===== src/rtl/baccarat_round_engine_if.sv =====
`default_nettype none
// ============================================================================
// baccarat_round_engine_if : dealer/step inputs and display-side outputs
// Rev 1.0
// ============================================================================
interface baccarat_round_engine_if #(
  parameter int TALLY_W = 8
);
  logic               step;
  logic               auto;
  logic [3:0]         new_card;
  logic               card_req;
  logic               card_err;
  logic [11:0]        pcards;
  logic [11:0]        dcards;
  logic [3:0]         pscore;
  logic [3:0]         dscore;
  logic               player_win;
  logic               dealer_win;
  logic [TALLY_W-1:0] p_tally;
  logic [TALLY_W-1:0] d_tally;
  logic [TALLY_W-1:0] t_tally;
  logic [3:0]         state;

  modport master (
    output step, auto, new_card,
    input  card_req, card_err, pcards, dcards, pscore, dscore,
           player_win, dealer_win, p_tally, d_tally, t_tally, state
  );

  modport slave (
    input  step, auto, new_card,
    output card_req, card_err, pcards, dcards, pscore, dscore,
           player_win, dealer_win, p_tally, d_tally, t_tally, state
  );
endinterface
`default_nettype wire


===== src/rtl/baccarat_round_engine.sv =====
`default_nettype none
// ============================================================================
// baccarat_round_engine : baccarat round FSM, hand scoring and win tallies
// Rev 1.0
// ============================================================================
module baccarat_round_engine #(
  parameter int TALLY_W  = 8,
  parameter int AUTO_DIV = 25_000_000
) (
  input  wire logic              CLOCK_50,
  input  wire logic              reset,
  baccarat_round_engine_if.slave bus
);

  localparam int c_cnt_w = (AUTO_DIV > 2) ? $clog2(AUTO_DIV) : 1;
  localparam logic [c_cnt_w-1:0] c_cnt_max = c_cnt_w'(AUTO_DIV - 1);

  typedef enum logic [3:0] {
    S_IDLE   = 4'd0,
    S_DP1    = 4'd1,
    S_DD1    = 4'd2,
    S_DP2    = 4'd3,
    S_DD2    = 4'd4,
    S_CHECK  = 4'd5,
    S_DP3    = 4'd6,
    S_DD3    = 4'd7,
    S_RESULT = 4'd8,
    S_HOLD   = 4'd9
  } state_t;

  state_t             r_state;
  logic [3:0]         r_p1, r_p2, r_p3, r_d1, r_d2, r_d3;
  logic               r_card_req, r_card_err;
  logic               r_pwin, r_dwin;
  logic [TALLY_W-1:0] r_pt, r_dt, r_tt;
  logic [c_cnt_w-1:0] r_cnt;

  function automatic logic [3:0] card_val(input logic [3:0] c);
    return (c >= 4'd10) ? 4'd0 : c;
  endfunction

  function automatic logic [3:0] mod10(input logic [4:0] s);
    if (s >= 5'd20)      return 4'(s - 5'd20);
    else if (s >= 5'd10) return 4'(s - 5'd10);
    else                 return s[3:0];
  endfunction

  logic [3:0] w_pscore, w_dscore, w_nv;
  logic       w_card_ok, w_wrap, w_adv, w_bank_draw;

  assign w_pscore  = mod10(5'(card_val(r_p1)) + 5'(card_val(r_p2)) + 5'(card_val(r_p3)));
  assign w_dscore  = mod10(5'(card_val(r_d1)) + 5'(card_val(r_d2)) + 5'(card_val(r_d3)));
  assign w_card_ok = (bus.new_card != 4'd0) && (bus.new_card <= 4'd13);
  assign w_nv      = card_val(bus.new_card);
  assign w_wrap    = bus.auto && (r_cnt == c_cnt_max);
  assign w_adv     = bus.auto ? w_wrap : bus.step;

  // Banker's response to the player's third card, evaluated while it is being dealt
  always_comb begin
    w_bank_draw = 1'b0;
    case (w_dscore)
      4'd0, 4'd1, 4'd2: w_bank_draw = 1'b1;
      4'd3:             w_bank_draw = (w_nv != 4'd8);
      4'd4:             w_bank_draw = (w_nv >= 4'd2) && (w_nv <= 4'd7);
      4'd5:             w_bank_draw = (w_nv >= 4'd4) && (w_nv <= 4'd7);
      4'd6:             w_bank_draw = (w_nv == 4'd6) || (w_nv == 4'd7);
      default:          w_bank_draw = 1'b0;
    endcase
  end

  always_ff @(posedge CLOCK_50 or posedge reset) begin
    if (reset)                      r_cnt <= '0;
    else if (!bus.auto || w_wrap)   r_cnt <= '0;
    else                            r_cnt <= r_cnt + c_cnt_w'(1);
  end

  always_ff @(posedge CLOCK_50 or posedge reset) begin
    if (reset) begin
      r_state    <= S_IDLE;
      {r_p1, r_p2, r_p3, r_d1, r_d2, r_d3} <= '0;
      r_card_req <= 1'b0;
      r_card_err <= 1'b0;
      r_pwin     <= 1'b0;
      r_dwin     <= 1'b0;
      r_pt       <= '0;
      r_dt       <= '0;
      r_tt       <= '0;
    end else begin
      r_card_req <= 1'b0;
      r_card_err <= 1'b0;
      if (w_adv) begin
        case (r_state)
          S_IDLE: r_state <= S_DP1;
          S_DP1, S_DD1, S_DP2, S_DD2, S_DP3, S_DD3: begin
            if (!w_card_ok) begin
              r_card_err <= 1'b1;
            end else begin
              r_card_req <= 1'b1;
              case (r_state)
                S_DP1:   begin r_p1 <= bus.new_card; r_state <= S_DD1; end
                S_DD1:   begin r_d1 <= bus.new_card; r_state <= S_DP2; end
                S_DP2:   begin r_p2 <= bus.new_card; r_state <= S_DD2; end
                S_DD2:   begin r_d2 <= bus.new_card; r_state <= S_CHECK; end
                S_DP3:   begin
                  r_p3    <= bus.new_card;
                  r_state <= w_bank_draw ? S_DD3 : S_RESULT;
                end
                default: begin r_d3 <= bus.new_card; r_state <= S_RESULT; end
              endcase
            end
          end
          S_CHECK: begin
            if (w_pscore >= 4'd8 || w_dscore >= 4'd8) r_state <= S_RESULT;
            else if (w_pscore <= 4'd5)                r_state <= S_DP3;
            else if (w_dscore <= 4'd5)                r_state <= S_DD3;
            else                                      r_state <= S_RESULT;
          end
          S_RESULT: begin
            r_pwin <= (w_pscore >= w_dscore);
            r_dwin <= (w_dscore >= w_pscore);
            // Tallies stick at all-ones rather than wrapping
            if (w_pscore > w_dscore) begin
              if (r_pt != '1) r_pt <= r_pt + TALLY_W'(1);
            end else if (w_dscore > w_pscore) begin
              if (r_dt != '1) r_dt <= r_dt + TALLY_W'(1);
            end else begin
              if (r_tt != '1) r_tt <= r_tt + TALLY_W'(1);
            end
            r_state <= S_HOLD;
          end
          S_HOLD: begin
            {r_p1, r_p2, r_p3, r_d1, r_d2, r_d3} <= '0;
            r_pwin  <= 1'b0;
            r_dwin  <= 1'b0;
            r_state <= S_DP1;
          end
          default: r_state <= S_IDLE;
        endcase
      end
    end
  end

  assign bus.card_req   = r_card_req;
  assign bus.card_err   = r_card_err;
  assign bus.pcards     = {r_p3, r_p2, r_p1};
  assign bus.dcards     = {r_d3, r_d2, r_d1};
  assign bus.pscore     = w_pscore;
  assign bus.dscore     = w_dscore;
  assign bus.player_win = r_pwin;
  assign bus.dealer_win = r_dwin;
  assign bus.p_tally    = r_pt;
  assign bus.d_tally    = r_dt;
  assign bus.t_tally    = r_tt;
  assign bus.state      = r_state;

endmodule
`default_nettype wire

===== src/flat_wrapper.sv =====
// flat-port wrapper written by rule: the top's interface ports become plain ports
module baccarat_round_engine_flat 
#(
  parameter int TALLY_W  = 8,
  parameter int AUTO_DIV = 25_000_000
)
  (CLOCK_50, reset, bus_step, bus_auto, bus_new_card, bus_card_req, bus_card_err, bus_pcards, bus_dcards, bus_pscore, bus_dscore, bus_player_win, bus_dealer_win, bus_p_tally, bus_d_tally, bus_t_tally, bus_state);
  baccarat_round_engine_if #(.TALLY_W(TALLY_W)) bus_i ();
  input  wire logic CLOCK_50;
  input  wire logic reset;
  input wire logic [$bits(bus_i.step)-1:0] bus_step;
  input wire logic [$bits(bus_i.auto)-1:0] bus_auto;
  input wire logic [$bits(bus_i.new_card)-1:0] bus_new_card;
  output wire logic [$bits(bus_i.card_req)-1:0] bus_card_req;
  output wire logic [$bits(bus_i.card_err)-1:0] bus_card_err;
  output wire logic [$bits(bus_i.pcards)-1:0] bus_pcards;
  output wire logic [$bits(bus_i.dcards)-1:0] bus_dcards;
  output wire logic [$bits(bus_i.pscore)-1:0] bus_pscore;
  output wire logic [$bits(bus_i.dscore)-1:0] bus_dscore;
  output wire logic [$bits(bus_i.player_win)-1:0] bus_player_win;
  output wire logic [$bits(bus_i.dealer_win)-1:0] bus_dealer_win;
  output wire logic [$bits(bus_i.p_tally)-1:0] bus_p_tally;
  output wire logic [$bits(bus_i.d_tally)-1:0] bus_d_tally;
  output wire logic [$bits(bus_i.t_tally)-1:0] bus_t_tally;
  output wire logic [$bits(bus_i.state)-1:0] bus_state;
  assign bus_i.step = bus_step;
  assign bus_i.auto = bus_auto;
  assign bus_i.new_card = bus_new_card;
  assign bus_card_req = bus_i.card_req;
  assign bus_card_err = bus_i.card_err;
  assign bus_pcards = bus_i.pcards;
  assign bus_dcards = bus_i.dcards;
  assign bus_pscore = bus_i.pscore;
  assign bus_dscore = bus_i.dscore;
  assign bus_player_win = bus_i.player_win;
  assign bus_dealer_win = bus_i.dealer_win;
  assign bus_p_tally = bus_i.p_tally;
  assign bus_d_tally = bus_i.d_tally;
  assign bus_t_tally = bus_i.t_tally;
  assign bus_state = bus_i.state;
  baccarat_round_engine #(.TALLY_W(TALLY_W), .AUTO_DIV(AUTO_DIV)) u_core (.CLOCK_50(CLOCK_50), .reset(reset), .bus(bus_i));
endmodule

===== config.mk =====
export PLATFORM = sky130hd
export DESIGN_NAME = baccarat_round_engine_flat
export DESIGN_NICKNAME = d
export VERILOG_FILES = /design/src/rtl/baccarat_round_engine_if.sv /design/src/rtl/baccarat_round_engine.sv /design/src/flat_wrapper.sv
export SDC_FILE = /design/constraint.sdc
export NUM_CORES = 1
export LEC_CHECK = 0
export BUFFER_PORTS_ARGS = -buffer_cell sky130_fd_sc_hd__buf_2
export CELL_PAD_IN_SITES_DETAIL_PLACEMENT = 0
export CELL_PAD_IN_SITES_GLOBAL_PLACEMENT = 1
export CORE_ASPECT_RATIO = 1.2
export CORE_MARGIN = 3
export CORE_UTILIZATION = 45
export CTS_CLUSTER_DIAMETER = 40
export DETAILED_ROUTE_END_ITERATION = 16
export GPL_TIMING_DRIVEN = 1
export PLACE_DENSITY = 0.8
export SETUP_SLACK_MARGIN = 0.05
export SLEW_MARGIN = 20
export SYNTH_ARGS = -nofsm -noshare
export SYNTH_HDL_FRONTEND = slang
export SYNTH_SLANG_ARGS = --single-unit

===== constraint.sdc =====
create_clock -name CLOCK_50 -period 5 [get_ports CLOCK_50]
set_input_delay 1.5 -clock CLOCK_50 [delete_from_list [all_inputs] [get_ports CLOCK_50]]
set_output_delay 1.5 -clock CLOCK_50 [all_outputs]
set_load 0.01 [all_outputs]

==> reports/results.md <==
| Parameter | This run | Unit |
|---|---|---|
| Status | finished clean | - |
| Post-cts hold buffer count | 0 | - |
| Number of levels in the clock H-tree | 3 | - |
| Number of violations reported at the end of detailed-routing iteration 0 | 201 | - |
| Cell chain of the critical path | nand2b_1 > fa_1 > inv_1 > ha_1 > fa_2 > ha_1 > a21oi_2 > a21oi_1 > o22ai_1 > o21ai_1 > buf_2 | - |
| Hold Vio Cnt, Final | 0 | - |
| Final Max Tran Viols | 0 | - |
| Die Span Y | 124 | µm |
| Worst hold path type | flop to flop | - |
| Total wire length | 12300 | µm |
| Unrepaired setup endpoints after global routing | no | - |
| Largest net degree at the start of global routing | 53 | - |
| Synthesized netlist net count | 574 | - |
| Post-Syn Area per Cell | 9.72 | µm² |
| Proportion of synthesized flip-flops having asynchronous set or reset | 100 | % |
| Cell area after technology mapping | 5210 | µm² |
| Sequential cell area fraction in the yosys report | 38.9 | % |
| Vias per Instance | 5.34 | - |
| Share of layout cells above drive strength 1 | 27.2 | % |
| RD Place Congestion | 0.869 | - |
| Global-route usage over all layers | 19.6 | % |
| IO Port Bufs | 71 | - |
| Clock insertion delay at the later pin of the skew report | 0.34 | ns |
| Highest attainable clock frequency | 207 | MHz |
| Initial antenna violation count | 0 | - |
| Relative max-transition margin | 39.2 | % |
| Post-DP HPWL | 9120 | µm |
| DRC violations left | 0 | - |
| WS Path Type | flop to primary output | - |
| Worst Clk Skew | 0.00816 | ns |
| Most used flip-flop cell after synthesis | dfrtp_1 | - |
| Remaining antenna violation count after routing | 0 | - |
| Flop and latch count out of synthesis | 81 | - |
| Post-synthesis cell type count | 65 | - |
| Vias after detailed routing | 4179 | - |
| Routed wirelength normalized by instance count | 15.7 | µm |
| Syn-to-layout area delta | 19.2 | % |
| Final standard cell area without fillers | 6210 | µm² |
| Data arrival time of the worst path | 3.32 | ns |
| Total of endpoints with negative setup slack in the final report | 0 | - |
| Worst-path clk slew | 0.06 | ns |
| Buffer levels on the longest clock path | 2 | - |
| CTS root buffer | clkbuf_16 | - |
| Area of the core | 11200 | µm² |
| First-pass GRT wire length | 20500 | µm |
| Number of placement rows | 42 | - |
| Critical path's largest stage delay | 0.63 | ns |
| WHS Path Cells | 1 | - |
| Clock buffer count from CTS | 9 | - |
| CTS tree | done | - |
| Number of iterations in the first detailed-routing pass | 7 | - |
| Kind of capture point of the worst setup path | primary output | - |
| Tightest Pin Transition | 0.913 | ns |
| Number of instances in the synthesized netlist | 536 | - |
| Max capacitance violation total | 0 | - |
| Floorplan die area | 12900 | µm² |
| Slowest cell on the critical path | fa_2 | - |
| Horiz. Die Dim | 104 | µm |
| Dominant cell type by count on the critical path | ha_1 | - |
| Depth of the worst register-to-register path | 18 | - |
| Number of warning messages in the yosys log | 0 | - |
| Placed cell areas | 5640 | µm² |
| Final nets | 661 | - |
| Post-placement cell count | 747 | - |
| Filler-free cell count of the finished design | 782 | - |
| Count of flip-flops with a built-in enable after synthesis | 0 | - |
| Effective utilization at floorplan | 46.6 | % |
| Number of global-route vias before repair | 4156 | - |
| Top-level I/O count | 72 | - |
| Max Fanout on Critical Path | 5 | - |
| Startpoint type of the worst setup path | flop | - |
| Antenna cell count | 0 | - |
| Clock sink count | 81 | - |
| Share of the clock period used by the worst path | 96.4 | % |
| Sum of overflow across all layers after global routing | 0 | - |
| Final setup TNS | 0 | ns |
| Crit path time final | 4.82 | ns |
| CP Data Required Time | 3.50 | ns |
==> cell families (layout without fill, tap and decap cells) <==
kind of cell               after synthesis  in the layout  share of synthesized area [%]
and+or+nand+nor                        225            225                           23.3
AOI/OAI and AO/OA                       91             91                           11.8
buffers and inverters                   39            131                           4.27
xor gates and xnor gates                50             50                           8.76
DFF                                     81             81                           38.9
adders and majority gates               30             30                           8.64
muxes                                   20             20                           4.37
==> layout by cell type (no fill, tap or decap), drive strengths merged, types with 9 or more instances in the layout <==
cell type / count
ha: 20
buf: 93
dfrtp: 81
mux2: 16
o21ai: 31
nand3: 28
nand2: 56
nand4: 11
xor2: 24
nor2b: 13
inv: 22
fa: 10
and3: 15
xnor2: 26
clkbuf: 12
a21oi: 19
nand2b: 12
nor2: 41
nor3: 9
==> path summary, 6_finish.rpt <==
kind | end | startpoint | slack [ns]
setup reg to reg | u_core.bus.p_tally[1] | u_core.r_d3[1] | 0.41
hold / removal | u_core.bus.d_tally[6] | u_core.bus.d_tally[6] | 0.49
max in group asynchronous | u_core.r_cnt[6] | reset | 2.74
setup / recovery | bus_pscore[2] | u_core.r_p2[3] | 0.18
hold reg to reg | u_core.bus.d_tally[6] | u_core.bus.d_tally[6] | 0.49
min in group asynchronous | u_core.bus.d_tally[1] | reset | 1.32
==> cell usage after synthesis, types with 3 or more instances <==
library cell	instances	share of area (%)
a211oi_1	4	0.58
nand4_1	11	1.3
nand3_1	28	2.7
a32oi_1	4	0.67
clkbuf_1	10	0.72
xor2_1	23	3.9
nor2_1	40	2.9
ha_1	20	4.8
clkbuf_8	4	1.1
and4_1	3	0.50
a22oi_1	4	0.58
xnor2_1	26	4.4
fa_1	10	3.8
and3_1	15	1.8
dfrtp_1	81	39
nand2b_1	12	1.4
and2_1	5	0.60
nor2b_1	13	1.6
o21ai_0	31	3.0
mux2_2	16	3.5
a21oi_1	18	1.7
a211o_1	3	0.50
a31oi_1	4	0.48
a21o_1	4	0.58
nand2_1	56	4.0
or3_1	4	0.48
nand3b_1	5	0.72
nor3_1	8	0.77
nor3b_1	8	1.2
inv_1	22	1.6
==> metrics by stage <==
| step | setup WS, ns | hold WS [ns] | util [%] |
|---|---|---|---|
| 2_1_floorplan | 0.314 | 0.448 | - |
| 4_1_cts | 0.0551 | 0.493 | 54.1 |
| 3_5_place_dp | 0.0851 | 0.484 | 50.4 |
| 3_3_place_gp | 0.192 | 0.474 | 50.4 |
| 6_report | 0.180 | 0.494 | 55.5 |
| 5_1_grt | 0.0373 | 0.514 | 55.5 |
==> cell type report <==
type	count	area (µm²)
fill	1019	4980
sequential	81	2030
timing repair buffer	93	520
multi-input combinational	416	3060
clock buffer	12	267
inverter	22	83.8
tap	154	193
clock inverter	4	48.8
==> metal layers <==
| layer | up-vias | wire (µm) | track usage, % |
|---|---|---|---|
| met3 | 23 | 438 | 2.85 |
| met2 | 78 | 6100 | 33.5 |
| met4 | 0 | 319 | 9.89 |
| met1 | 2018 | 5450 | 24.7 |
| li1 | 2060 | - | - |
| met5 | - | 0 | 0 |
==> sequential cells by signal, indices dropped and copies added (netlist names) <==
name and flops:
u_core.bus.p_tally 8, u_core.r_cnt 25, u_core.r_p2 4, u_core.bus.state 4, u_core.bus.dealer_win 1, u_core.bus.player_win 1
u_core.bus.d_tally 8, u_core.r_p3 4, u_core.r_d3 4, u_core.bus.card_err 1, u_core.r_d1 4, u_core.r_d2 4
u_core.r_p1 4, u_core.bus.card_req 1, u_core.bus.t_tally 8
==> timing repair <==
action	in CTS	in global routing
setup endpoints to repair	6	9
pin swaps	3	11
gates resized for setup	10	27
setup buffers	8	11
==> critical path: cells and delay by family, from the launching register on <==
family          cells  cell delay [ns]
fa+ha+maj           4             1.54
flops               1             0.42
compound gates      4             0.64
simple gates        1             0.17
buf+inv             2             0.20
Power is not shown: default switching activity piles up to over one toggle a cycle in this logic, so the estimate is an artifact.
